[config.mk]
export PLATFORM = sky130hd
export DESIGN_NAME = serial_tx_fifo
export DESIGN_NICKNAME = d
export VERILOG_FILES = /design/src/rtl/serial_tx_fifo.sv
export SDC_FILE = /design/constraint.sdc
export NUM_CORES = 1
export LEC_CHECK = 0
export CORE_MARGIN = 4
export CORE_UTILIZATION = 49
export CTS_CLUSTER_SIZE = 8
export DETAILED_ROUTE_END_ITERATION = 10
export PLACE_DENSITY = 0.7
export SLEW_MARGIN = 15
export SYNTH_ARGS = -nofsm -noshare
export SYNTH_HDL_FRONTEND = slang
export SYNTH_SLANG_ARGS = --single-unit
[constraint.sdc]
create_clock -name clock -period 7.31 [get_ports clock]
set_clock_uncertainty 0.2 [all_clocks]
set_input_delay 0.731 -clock clock [delete_from_list [all_inputs] [get_ports clock]]
set_output_delay 0.731 -clock clock [all_outputs]
set_load 0.05 [all_outputs]
[src/rtl/serial_tx_fifo.sv]
// Memory-mapped UART transmitter with a TX FIFO, programmable frame format,
// readable status register, sticky overflow flag and flush command.
module serial_tx_fifo #(
    parameter int CLK_HZ     = 10000000,
    parameter int BAUD       = 115200,
    parameter int FIFO_DEPTH = 16,
    parameter int DATA_BITS  = 8,
    parameter int PARITY     = 0,
    parameter int STOP_BITS  = 1
) (
    input  logic        clock,
    input  logic        reset,
    input  logic        sel,
    input  logic        we,
    input  logic        re,
    input  logic [31:0] addr,
    input  logic [31:0] din,
    output logic [31:0] dout,
    output logic        tx,
    output logic        busy
);
    localparam int DIV_RAW = CLK_HZ / BAUD;
    localparam int DIV     = (DIV_RAW < 1) ? 1 : DIV_RAW;
    localparam int DW      = (DIV > 1) ? $clog2(DIV) : 1;
    localparam int AW      = $clog2(FIFO_DEPTH);
    localparam int CW      = AW + 1;
    localparam logic [DW-1:0] DIV_LAST  = DW'(DIV - 1);
    localparam logic [2:0]    DATA_LAST = 3'(DATA_BITS - 1);
    localparam logic [2:0]    STOP_LAST = 3'(STOP_BITS - 1);
    localparam logic [7:0]    DATA_MASK = 8'((1 << DATA_BITS) - 1);

    typedef enum logic [2:0] {IDLE, START, DATA, PAR, STOP} state_t;

    // Unused data bits above DATA_BITS are held at zero, so a full-byte XOR is exact.
    function automatic logic frame_parity(input logic [7:0] d);
        return (^d) ^ (PARITY == 2);
    endfunction

    logic [7:0]    mem_r [FIFO_DEPTH];
    logic [AW-1:0] wr_ptr_r, rd_ptr_r;
    logic [CW-1:0] count_r;
    logic          ovf_r;
    state_t        state_r, state_n_s;
    logic [DW-1:0] cnt_r, cnt_n_s;
    logic [2:0]    bit_r, bit_n_s;
    logic [7:0]    data_r, data_n_s;
    logic          tx_r, tx_n_s;
    logic          pop_s, push_req_s, push_ok_s, flush_s, ovf_clr_s, ctl_wr_s;
    logic          full_s, empty_s, bit_end_s;
    logic [31:0]   status_s;
    logic          unused_s;

    assign unused_s   = ^{re, addr[31:3], addr[1:0], din};
    assign push_req_s = sel & we & ~addr[2];
    assign ctl_wr_s   = sel & we & addr[2];
    assign flush_s    = ctl_wr_s & din[0];
    assign ovf_clr_s  = ctl_wr_s & din[3];
    assign full_s     = (count_r == CW'(FIFO_DEPTH));
    assign empty_s    = (count_r == CW'(0));
    assign push_ok_s  = push_req_s & (~full_s | pop_s) & ~flush_s;
    assign bit_end_s  = (cnt_r == DIV_LAST);

    // FIFO storage; data only, no reset needed.
    always_ff @(posedge clock) begin
        if (push_ok_s) begin
            mem_r[wr_ptr_r] <= din[7:0] & DATA_MASK;
        end
    end

    // FIFO pointers, occupancy and sticky overflow.
    always_ff @(posedge clock or posedge reset) begin
        if (reset) begin
            wr_ptr_r <= AW'(0);
            rd_ptr_r <= AW'(0);
            count_r  <= CW'(0);
            ovf_r    <= 1'b0;
        end else begin
            if (flush_s) begin
                wr_ptr_r <= AW'(0);
                rd_ptr_r <= AW'(0);
                count_r  <= CW'(0);
            end else begin
                if (push_ok_s) wr_ptr_r <= wr_ptr_r + AW'(1);
                if (pop_s)     rd_ptr_r <= rd_ptr_r + AW'(1);
                count_r <= count_r + CW'(push_ok_s) - CW'(pop_s);
            end
            if (ovf_clr_s) begin
                ovf_r <= 1'b0;
            end else if (push_req_s & ~push_ok_s & ~flush_s) begin
                ovf_r <= 1'b1;
            end
        end
    end

    // Shifter next-state, bit timing, pop request and next line level.
    always_comb begin
        state_n_s = state_r;
        bit_n_s   = bit_r;
        data_n_s  = data_r;
        pop_s     = 1'b0;
        if (state_r == IDLE || bit_end_s) begin
            cnt_n_s = DW'(0);
        end else begin
            cnt_n_s = cnt_r + DW'(1);
        end
        case (state_r)
            IDLE: begin
                if (!empty_s) begin
                    pop_s     = 1'b1;
                    data_n_s  = mem_r[rd_ptr_r];
                    state_n_s = START;
                end else begin
                    state_n_s = IDLE;
                end
            end
            START: begin
                if (bit_end_s) begin
                    state_n_s = DATA;
                    bit_n_s   = 3'd0;
                end else begin
                    state_n_s = START;
                end
            end
            DATA: begin
                if (bit_end_s && bit_r == DATA_LAST) begin
                    state_n_s = (PARITY != 0) ? PAR : STOP;
                    bit_n_s   = 3'd0;
                end else if (bit_end_s) begin
                    bit_n_s = bit_r + 3'd1;
                end else begin
                    bit_n_s = bit_r;
                end
            end
            PAR: begin
                if (bit_end_s) begin
                    state_n_s = STOP;
                    bit_n_s   = 3'd0;
                end else begin
                    state_n_s = PAR;
                end
            end
            STOP: begin
                // Back-to-back frames: the next byte is popped on the last stop cycle.
                if (bit_end_s && bit_r == STOP_LAST && !empty_s) begin
                    pop_s     = 1'b1;
                    data_n_s  = mem_r[rd_ptr_r];
                    state_n_s = START;
                end else if (bit_end_s && bit_r == STOP_LAST) begin
                    state_n_s = IDLE;
                end else if (bit_end_s) begin
                    bit_n_s = bit_r + 3'd1;
                end else begin
                    bit_n_s = bit_r;
                end
            end
            default: state_n_s = IDLE;
        endcase
        case (state_n_s)
            IDLE:    tx_n_s = 1'b1;
            START:   tx_n_s = 1'b0;
            DATA:    tx_n_s = data_n_s[bit_n_s];
            PAR:     tx_n_s = frame_parity(data_n_s);
            STOP:    tx_n_s = 1'b1;
            default: tx_n_s = 1'b1;
        endcase
    end

    // Shifter state register and registered line output.
    always_ff @(posedge clock or posedge reset) begin
        if (reset) begin
            state_r <= IDLE;
            cnt_r   <= DW'(0);
            bit_r   <= 3'd0;
            data_r  <= 8'd0;
            tx_r    <= 1'b1;
        end else begin
            state_r <= state_n_s;
            cnt_r   <= cnt_n_s;
            bit_r   <= bit_n_s;
            data_r  <= data_n_s;
            tx_r    <= tx_n_s;
        end
    end

    assign status_s = {15'd0, 9'(count_r), 4'd0, ovf_r, (state_r != IDLE), empty_s, full_s};
    assign dout     = (sel & addr[2]) ? status_s : 32'd0;
    assign tx       = tx_r;
    assign busy     = (state_r != IDLE) | ~empty_s;

endmodule

### Yosys cells after proc, flatten, opt, wreduce, memory -nomap -nowiden

Memory sizes are Yosys's and may differ from the RTL's.
Cells that the tools add are included.
Widths: inputs -> output; s select.

| operators by class | value |
|---|---|
| multiplexer cells | 33 |
| reductions and logical operators | 14 |
| $add $sub $neg | 6 |
| order comparisons | 1 |
| bitwise logic cells | 17 |
| equality and inequality tests | 10 |

Operators by type and width:

| cell | count |
|---|---|
| $mux 3 | 9 |
| $mux 4 | 4 |
| $mux 8 | 2 |
| $pmux 8 s2 | 1 |
| $pmux 3 s5 | 1 |
| $mux 13 | 1 |
| $eq 3x2->1 const B | 4 |
| $and 1x1->1 | 10 |
| $pmux 3 s3 | 1 |
| $add 4x1->4 const B | 2 |
| $mux 1 | 8 |
| $reduce_xor 8->1 | 1 |
| $add 7x1->7 const B | 1 |
| $eq 7x7->1 const B | 1 |
| $mux 7 | 1 |
| $eq 3x1->1 const B | 2 |
| $eq 3x3->1 const B | 2 |
| $logic_not 3->1 | 2 |
| $reduce_bool 2->1 | 3 |
| $add 5x1->5 | 1 |
| $eq 5x5->1 const B | 1 |
| $logic_not 5->1 | 1 |
| $mux 5 | 1 |
| $not 1->1 | 5 |
| 13 further kinds | 16 |

| word-level totals | value |
|---|---|
| register bits after elaboration | 36 |
| RAM bits | 128 |
| input port bits | 69 |
| output and inout port bits | 34 |
| memories kept | 1 |

Memories:

| name | words | width | read ports | clocked after Yosys merged registers in | write ports | line | text |
|---|---|---|---|---|---|---|---|
| mem_r | 16 | 8 | 1 | 0 | 1 | 39 | `logic [7:0] mem_r [FIFO_DEPTH];` |

### Logic depth before layout (Yosys ltp)

Gate-level depths: netlist of run 1.

| logic depth | value |
|---|---|
| depth in word-level cells | 13 |
| depth in mapped cells | 17 |
| gate-level depth less buffers | 17 |

### Worst setup path after synthesis of run 1

OpenSTA, ideal clock, no wires.

| timing path | value |
|---|---|
| kind | flip-flop to flip-flop |
| start | reg bit_r[0] |
| end | reg count_r[4] |
| slack | 3932 ps |
| library setup time | 78 ps |
| cell stages (with the launch flop) | 18 |
| data arrival time | 3100 ps |
| required time | 7032 ps |
| path through | dfrtp_1 > inv_1 > ha_1 > nand2b_1 > o31ai_2 > a21oi_1 > nor3_1 > inv_1 > ha_1 > inv_1 > ha_1 > inv_1 > fa_1 > inv_1 > a21oi_1 > nor2_1 > or3_1 > a21oi_1 |

| on the way | value |
|---|---|
| cells in the longest elaborated chain, start to end | 11 |

Ends and longest elaborated chain:

| element | line | text |
|---|---|---|
| from (decl) | 45 | `logic [2:0] bit_r, bit_n_s;` |
| from (signal assigned) | 179 | `bit_r <= bit_n_s;` |
| $logic_not 3->1 * | 144 | `if (bit_end_s && bit_r == STOP_LAST && !empty_s) begin` |
| $logic_and 1x1->1 * (2 in a row) | 144 |  |
| $mux 1 * | 144 |  |
| $pmux 1 s2 * | 106 | `case (state_r)` |
| $or 1x1->1 | 60 | `assign push_ok_s = push_req_s & (~full_s \| pop_s) & ~flush_s;` |
| $and 1x1->1 (2 in a row) | 60 |  |
| $add 5x1->5 | 85 | `count_r <= count_r + CW'(push_ok_s) - CW'(pop_s);` |
| $sub 5x1->5 * | 85 |  |
| $mux 5 * | 78 | `if (flush_s) begin` |
| to (signal assigned) | 85 |  |
| to (decl) | 41 | `logic [CW-1:0] count_r;` |

Mark *: on every way between the ends. The rest lies on a longest branch, timed or not.
A chain may end at the register's enable or synchronous reset.

### Worst setup path in the final report of run 1

Same ends and word-level chain as after synthesis.

==> flow_summary.ini, run 1 <==
[power]
power.share.clock = 0.327
p_switching_w = 0.0008549
power.internal_w = 0.001972
power.density_nw_per_um2 = 341.5
swShare = 0.3025
pwr-share-comb = 0.262
pwr-share-seq = 0.410
leakage_nw = 3.004
vdd_drop_max_mv = 0.1745

[clock_network]
clk_latency_ps = 430
cts_buffers = 17
cts_hold_buf = 0
ctsRootBufferMaster = clkbuf_16
clk_pin_slew_ps = 60
ctsLongestPathBuffers = 2
post-cts-setup-buffers = 0
cts_tree = yes
h-tree-depth = 4
ctsResizeCount = 0
cts.sinks = 164

[timing]
finalCritPeriodShare = 0.5358
grt_setup_unrepaired = false
setup_violations = 0
slew-limit-headroom = 0.4359
finalCriticalPeriod_ps = 3917
fmax_mhz = 255.3
tightest_slew_ps = 843.1
fin_tns_setup_ps = 0
hold_viol_final = 0
slew_violations = 0

[run]
maxCapViolCount = 0

[drt]
drtPass1Iterations = 4
initialDrtViolationCount = 301
ant_nets = 0
finalWirelength_um = 13820
wl_per_cell_um = 19.35
drc_errors = 0
via_count = 3935
avgViaCountPerCell = 5.511

[finish]
final_common_cell = edfxtp_1
nNetsFinal = 604
final_area_um2 = 8275
layout_common_cells = edfxtp_1 (128), nor2_1 (41), dfrtp_1 (34)
final_cells = 714
antennaDiodeCount = 0
final_layout_size_suffix_gt1_frac = 0.1415
area_growth_pct = 12.54

[yosys]
ys_seq_area_frac = 0.6454
synthCells = 482
ys_ff_latch = 164
synthMuxAreaShare = 0.1194
synth_edf_count = 128
synth_area_leaders = edfxtp_1 (52%), dfrtp_1 (12%), mux4_2 (7.4%), ha_1 (2.9%), mux2i_1 (2.7%)
synth_top_family_by_area = multiplexers
netlist.area_leader.share = 0.5227
syn_avg_cell_area_um2 = 15.26
ys_async_sr_fraction = 0.2195
synth_fa_ha_area_frac = 0.03165
synth-simple-area-share = 0.07095
synth-compound-area-share = 0.05088
synth_top_flop_cell = edfxtp_1
ys_types = 51
yosysWarnings = 0
synth_area_um2 = 7353
synth_top_area_cell = edfxtp_1
synth_xor_area_frac = 0.02382

[placement]
gp_congestion = 0.7896
hpwl_um = 9041
placed_cells = 682
placement.cell_area_um2 = 7660
port-buffer-count = 23

[global_route]
grt_pass1_wl_um = 22220
antenna_found_initial = 0
grt.total_usage = 0.1780
grt-ovfl-total = 0
grt_pass1_vias = 4000
grt_max_degree = 42

[die]
initial_core_util = 0.5021
die_y_um = 130.5
core_um2 = 14640
fp.dieW_um = 130.5
die-area_um2 = 17030
num_rows = 44
ioPinCount = 103

[worst_setup_path]
crit_arrival_ps = 4070
cp_slowest_cell = nor3_1
endpoint_kind = flop
crit_path_start_kind = flop
required_ps = 7460
worstPathMaxFanout = 8
critPathMaxStageDelay_ps = 690
path_class = flop to flop
cp_cell_sequence = inv_1 > ha_1 > nand2b_1 > o31ai_2 > a21oi_1 > nor3_1 > inv_1 > ha_1 > inv_1 > ha_1 > inv_1 > fa_1 > inv_1 > a21oi_1 > nor2_1 > or3_1 > a21oi_1
crit_top_cell = inv_1

[hold_path]
hp-class = flop to flop

[outcome]
outcome = completed
-- worst max-delay path: cells and delay by family, from the launching register on --
family                     cells  cell delay, ps
DFF                            1             430
AOI/OAI and AO/OA              4             750
buffers and inverters          5             400
and+or+nand+nor                4            1210
adders and majority gates      4             860
-- power groups by stage --
| stage | Sequential, W | Combinational [W] | Clock, W |
|---|---|---|---|
| after floorplan | 0.00116 | 0.000631 | 0 |
| after global placement | 0.00117 | 0.000725 | 0 |
| after detailed placement | 0.00118 | 0.000748 | 0 |
| after CTS | 0.00116 | 0.000752 | 0.000938 |
| after global routing | 0.00117 | 0.000822 | 0.000983 |
| final | 0.00116 | 0.000741 | 0.000925 |
-- registers in the layout, summed over array words and instances (netlist names) --
signal	count
rd_ptr_r	4
mem_r	128
ovf_r	1
wr_ptr_r	4
tx	1
bit_r	3
state_r	3
cnt_r	7
data_r	8
count_r	5
-- cell usage after synthesis, drive strengths merged, types with 5 or more instances --
cell and count:
nand2 20, a21oi 8, o21ai 10, nor2 41
a22oi 10, nor2b 7, mux4 27, xnor2 9
nand2b 6, clkbuf 6, and3 7, xor2 11
ha 17, dfrtp 35, edfxtp 128, nand3 7
buf 34, nand3b 5, inv 27, mux2i 21
-- metal layers --
layer,vias to the layer above,track usage,share of wire
li1,1825,-,-
met1,1999,0.2392,0.43
met2,93,0.2876,0.50
met3,18,0.04065,0.051
met4,0,0.06413,0.017
met5,-,0,0
-- layout make-up --
| type | instances | area [µm²] |
|---|---|---|
| Clock buffer | 17 | 425.4 |
| Clock inverter | 15 | 190.2 |
| Fill cell | 1130 | 6369 |
| Inverter | 27 | 101.3 |
| Multi-Input combinational cell | 273 | 2268 |
| Sequential cell | 164 | 4747 |
| Tap cell | 184 | 230.2 |
| Timing Repair Buffer | 34 | 312.8 |
-- worst paths after layout --
path	startpoint	to	slack [ps]	cells past startpoint
setup reg to reg	bit_r[0]	count_r[4]	3390	17
hold reg to reg	cnt_r[0]	cnt_r[0]	290	1
min in group asynchronous	reset	count_r[2]	510	3
hold / removal	cnt_r[0]	cnt_r[0]	290	1
setup / recovery	bit_r[0]	count_r[4]	3390	17
max in group asynchronous	reset	tx	6040	3
-- kinds of logic after synthesis --
logic type | Yosys count
AND/OR/NAND/NOR | 108
flip-flops | 164
AO/OA/AOI/OAI | 52
adder cells (fa/ha/maj) | 18
XOR/XNOR | 20
buffers and inverters | 67
other | 1
multiplexers | 52
-- metrics by stage --
step                setup WS (ps)  power, W  hold slack (ps)    util
floorplan                    3932  0.001787            253.5       -
global placement             3320  0.001898            268.9  0.5231
detailed placement           3240  0.001926            282.2  0.5231
CTS                          3333  0.002849            290.7  0.5651
global route                 3048  0.002976            327.8  0.5651
finish                       3393  0.002826            290.9  0.5651
(Power assumes the default switching activity.)
==> run 2: changes to the inputs <==
==> constraint.sdc (replaced) <==
create_clock -name clock -period 4 [get_ports clock]
set_clock_uncertainty 0.2 [all_clocks]
set_input_delay 0.4 -clock clock [delete_from_list [all_inputs] [get_ports clock]]
set_output_delay 0.4 -clock clock [all_outputs]
set_load 0.05 [all_outputs]
==> flow_summary.ini, run 2 (synthesis results as in run 1) <==
[finish]
final_cells = 721
largest_register_ffs = 128
utilization = 0.5682
nNetsFinal = 611
area_growth_pct = 13.15
layout_common_cells = edfxtp_1 (128), nor2_1 (41), dfrtp_1 (34)
final_layout_size_suffix_gt1_frac = 0.1508
final_common_cell = edfxtp_1
largestRegisters = mem_r: 128 flops, data_r: 8 flops, cnt_r: 7 flops
max_flop_register = mem_r
antennaDiodeCount = 0

[clock_network]
cts.sinks = 164
cts_buffers = 17
ctsLongestPathBuffers = 2
h-tree-depth = 4
clk_latency_ps = 430
cts_hold_buf = 0
post-cts-setup-buffers = 0
ctsResizeCount = 0
cts_tree = yes
ctsRootBufferMaster = clkbuf_16
clk_pin_slew_ps = 60

[timing]
slew-limit-headroom = 0.4239
grt_setup_unrepaired = false
slew_violations = 0
hold_viol_final = 0
setup_violations = 0
finalCritPeriodShare = 0.8874
finalCriticalPeriod_ps = 3549
fin_tns_setup_ps = 0
fmax_mhz = 281.7
tightest_slew_ps = 861.0

[drt]
finalWirelength_um = 14230
avgViaCountPerCell = 5.553
wl_per_cell_um = 19.74
initialDrtViolationCount = 240
ant_nets = 0
drc_errors = 0
via_count = 4004
drtPass1Iterations = 4

[power]
leakage_nw = 3.037
power.density_nw_per_um2 = 614.1
vdd_drop_max_mv = 0.3152

[worst_setup_path]
reg2reg_slack_ps = 450
required_ps = 4140
worstPathMaxFanout = 5
reg2reg_from = bit_r[0]
reg2reg_depth = 17
endpoint_kind = flop
path_class = flop to flop
crit_arrival_ps = 3690
r2r_end = count_r[4]
crit_path_start_kind = flop

[placement]
port-buffer-count = 23
placed_cells = 689
hpwl_um = 9591
gp_congestion = 0.8272

[die]
fp.dieW_um = 130.5
die-area_um2 = 17030
initial_core_util = 0.5021
num_rows = 44
core_um2 = 14640
die_y_um = 130.5
ioPinCount = 103

[hold_path]
hp-class = primary input to async pin

[global_route]
grt-ovfl-total = 0
grt_pass1_vias = 3964
grt_pass1_wl_um = 22590
grt.total_usage = 0.1822
grt_max_degree = 24
antenna_found_initial = 0

[run]
maxCapViolCount = 0

[outcome]
outcome = completed
[run 2: worst max-delay path by stage]
stage / slack (ps) / start / to
global route: 230 / cnt_r[1] / count_r[4]
global placement: 540 / bit_r[0] / count_r[4]
finish: 450 / bit_r[0] / count_r[4]
detailed placement: 510 / bit_r[0] / count_r[4]
CTS: 450 / bit_r[0] / count_r[4]
floorplan: 620 / bit_r[0] / count_r[4]
[run 2: metrics by stage]
step | area [µm²] | hold slack [ps] | setup slack [ps] | total power [W]
floorplan | 7436 | 253.5 | 622.2 | 0.003266
global placement | 7737 | 268.0 | 543.5 | 0.003506
detailed placement | 7737 | 294.6 | 509.8 | 0.003560
CTS | 8320 | 150.3 | 452.2 | 0.005157
global route | 8320 | 205.0 | 228.5 | 0.005374
finish | 8320 | 147.7 | 450.5 | 0.005110
[run 2: power by group]
group,switching (W),internal [W]
sequential,0.000165,0.00200
combinational,0.000725,0.000630
clock,0.000658,0.000932
[run 2: area by class of cell]
type                            count  area [µm²]
Timing Repair Buffer               41       390.4
Clock buffer                       23       488.0
Tap cell                          184       230.2
Fill cell                        1129        6324
Inverter                           27       101.3
Multi-Input combinational cell    273        2268
Sequential cell                   164        4747
Clock inverter                      9       95.09
[run 2: worst max-delay path: stages, from the launching register on]
cell and delay, ps:
dfrtp_1 430, inv_1 80, ha_1 140, nand2b_1 120, o31ai_2 330, a21oi_1 150, nor3_1 330, inv_1 120
ha_1 290, inv_1 40, ha_1 190, inv_1 70, fa_1 210, inv_1 50, a21oi_1 140, nor2_1 70
or3_1 350, a21oi_1 160
[run 2: layer usage]
layer  vias up  routed length (µm)  share of wire  GRT usage
met5         -                   0              0          0
met4         0                 350          0.025    0.08530
met3        24                 557          0.039    0.03902
met2       111                6975           0.49     0.2801
met1      2031                6348           0.45     0.2508
li1       1838                   -              -          -
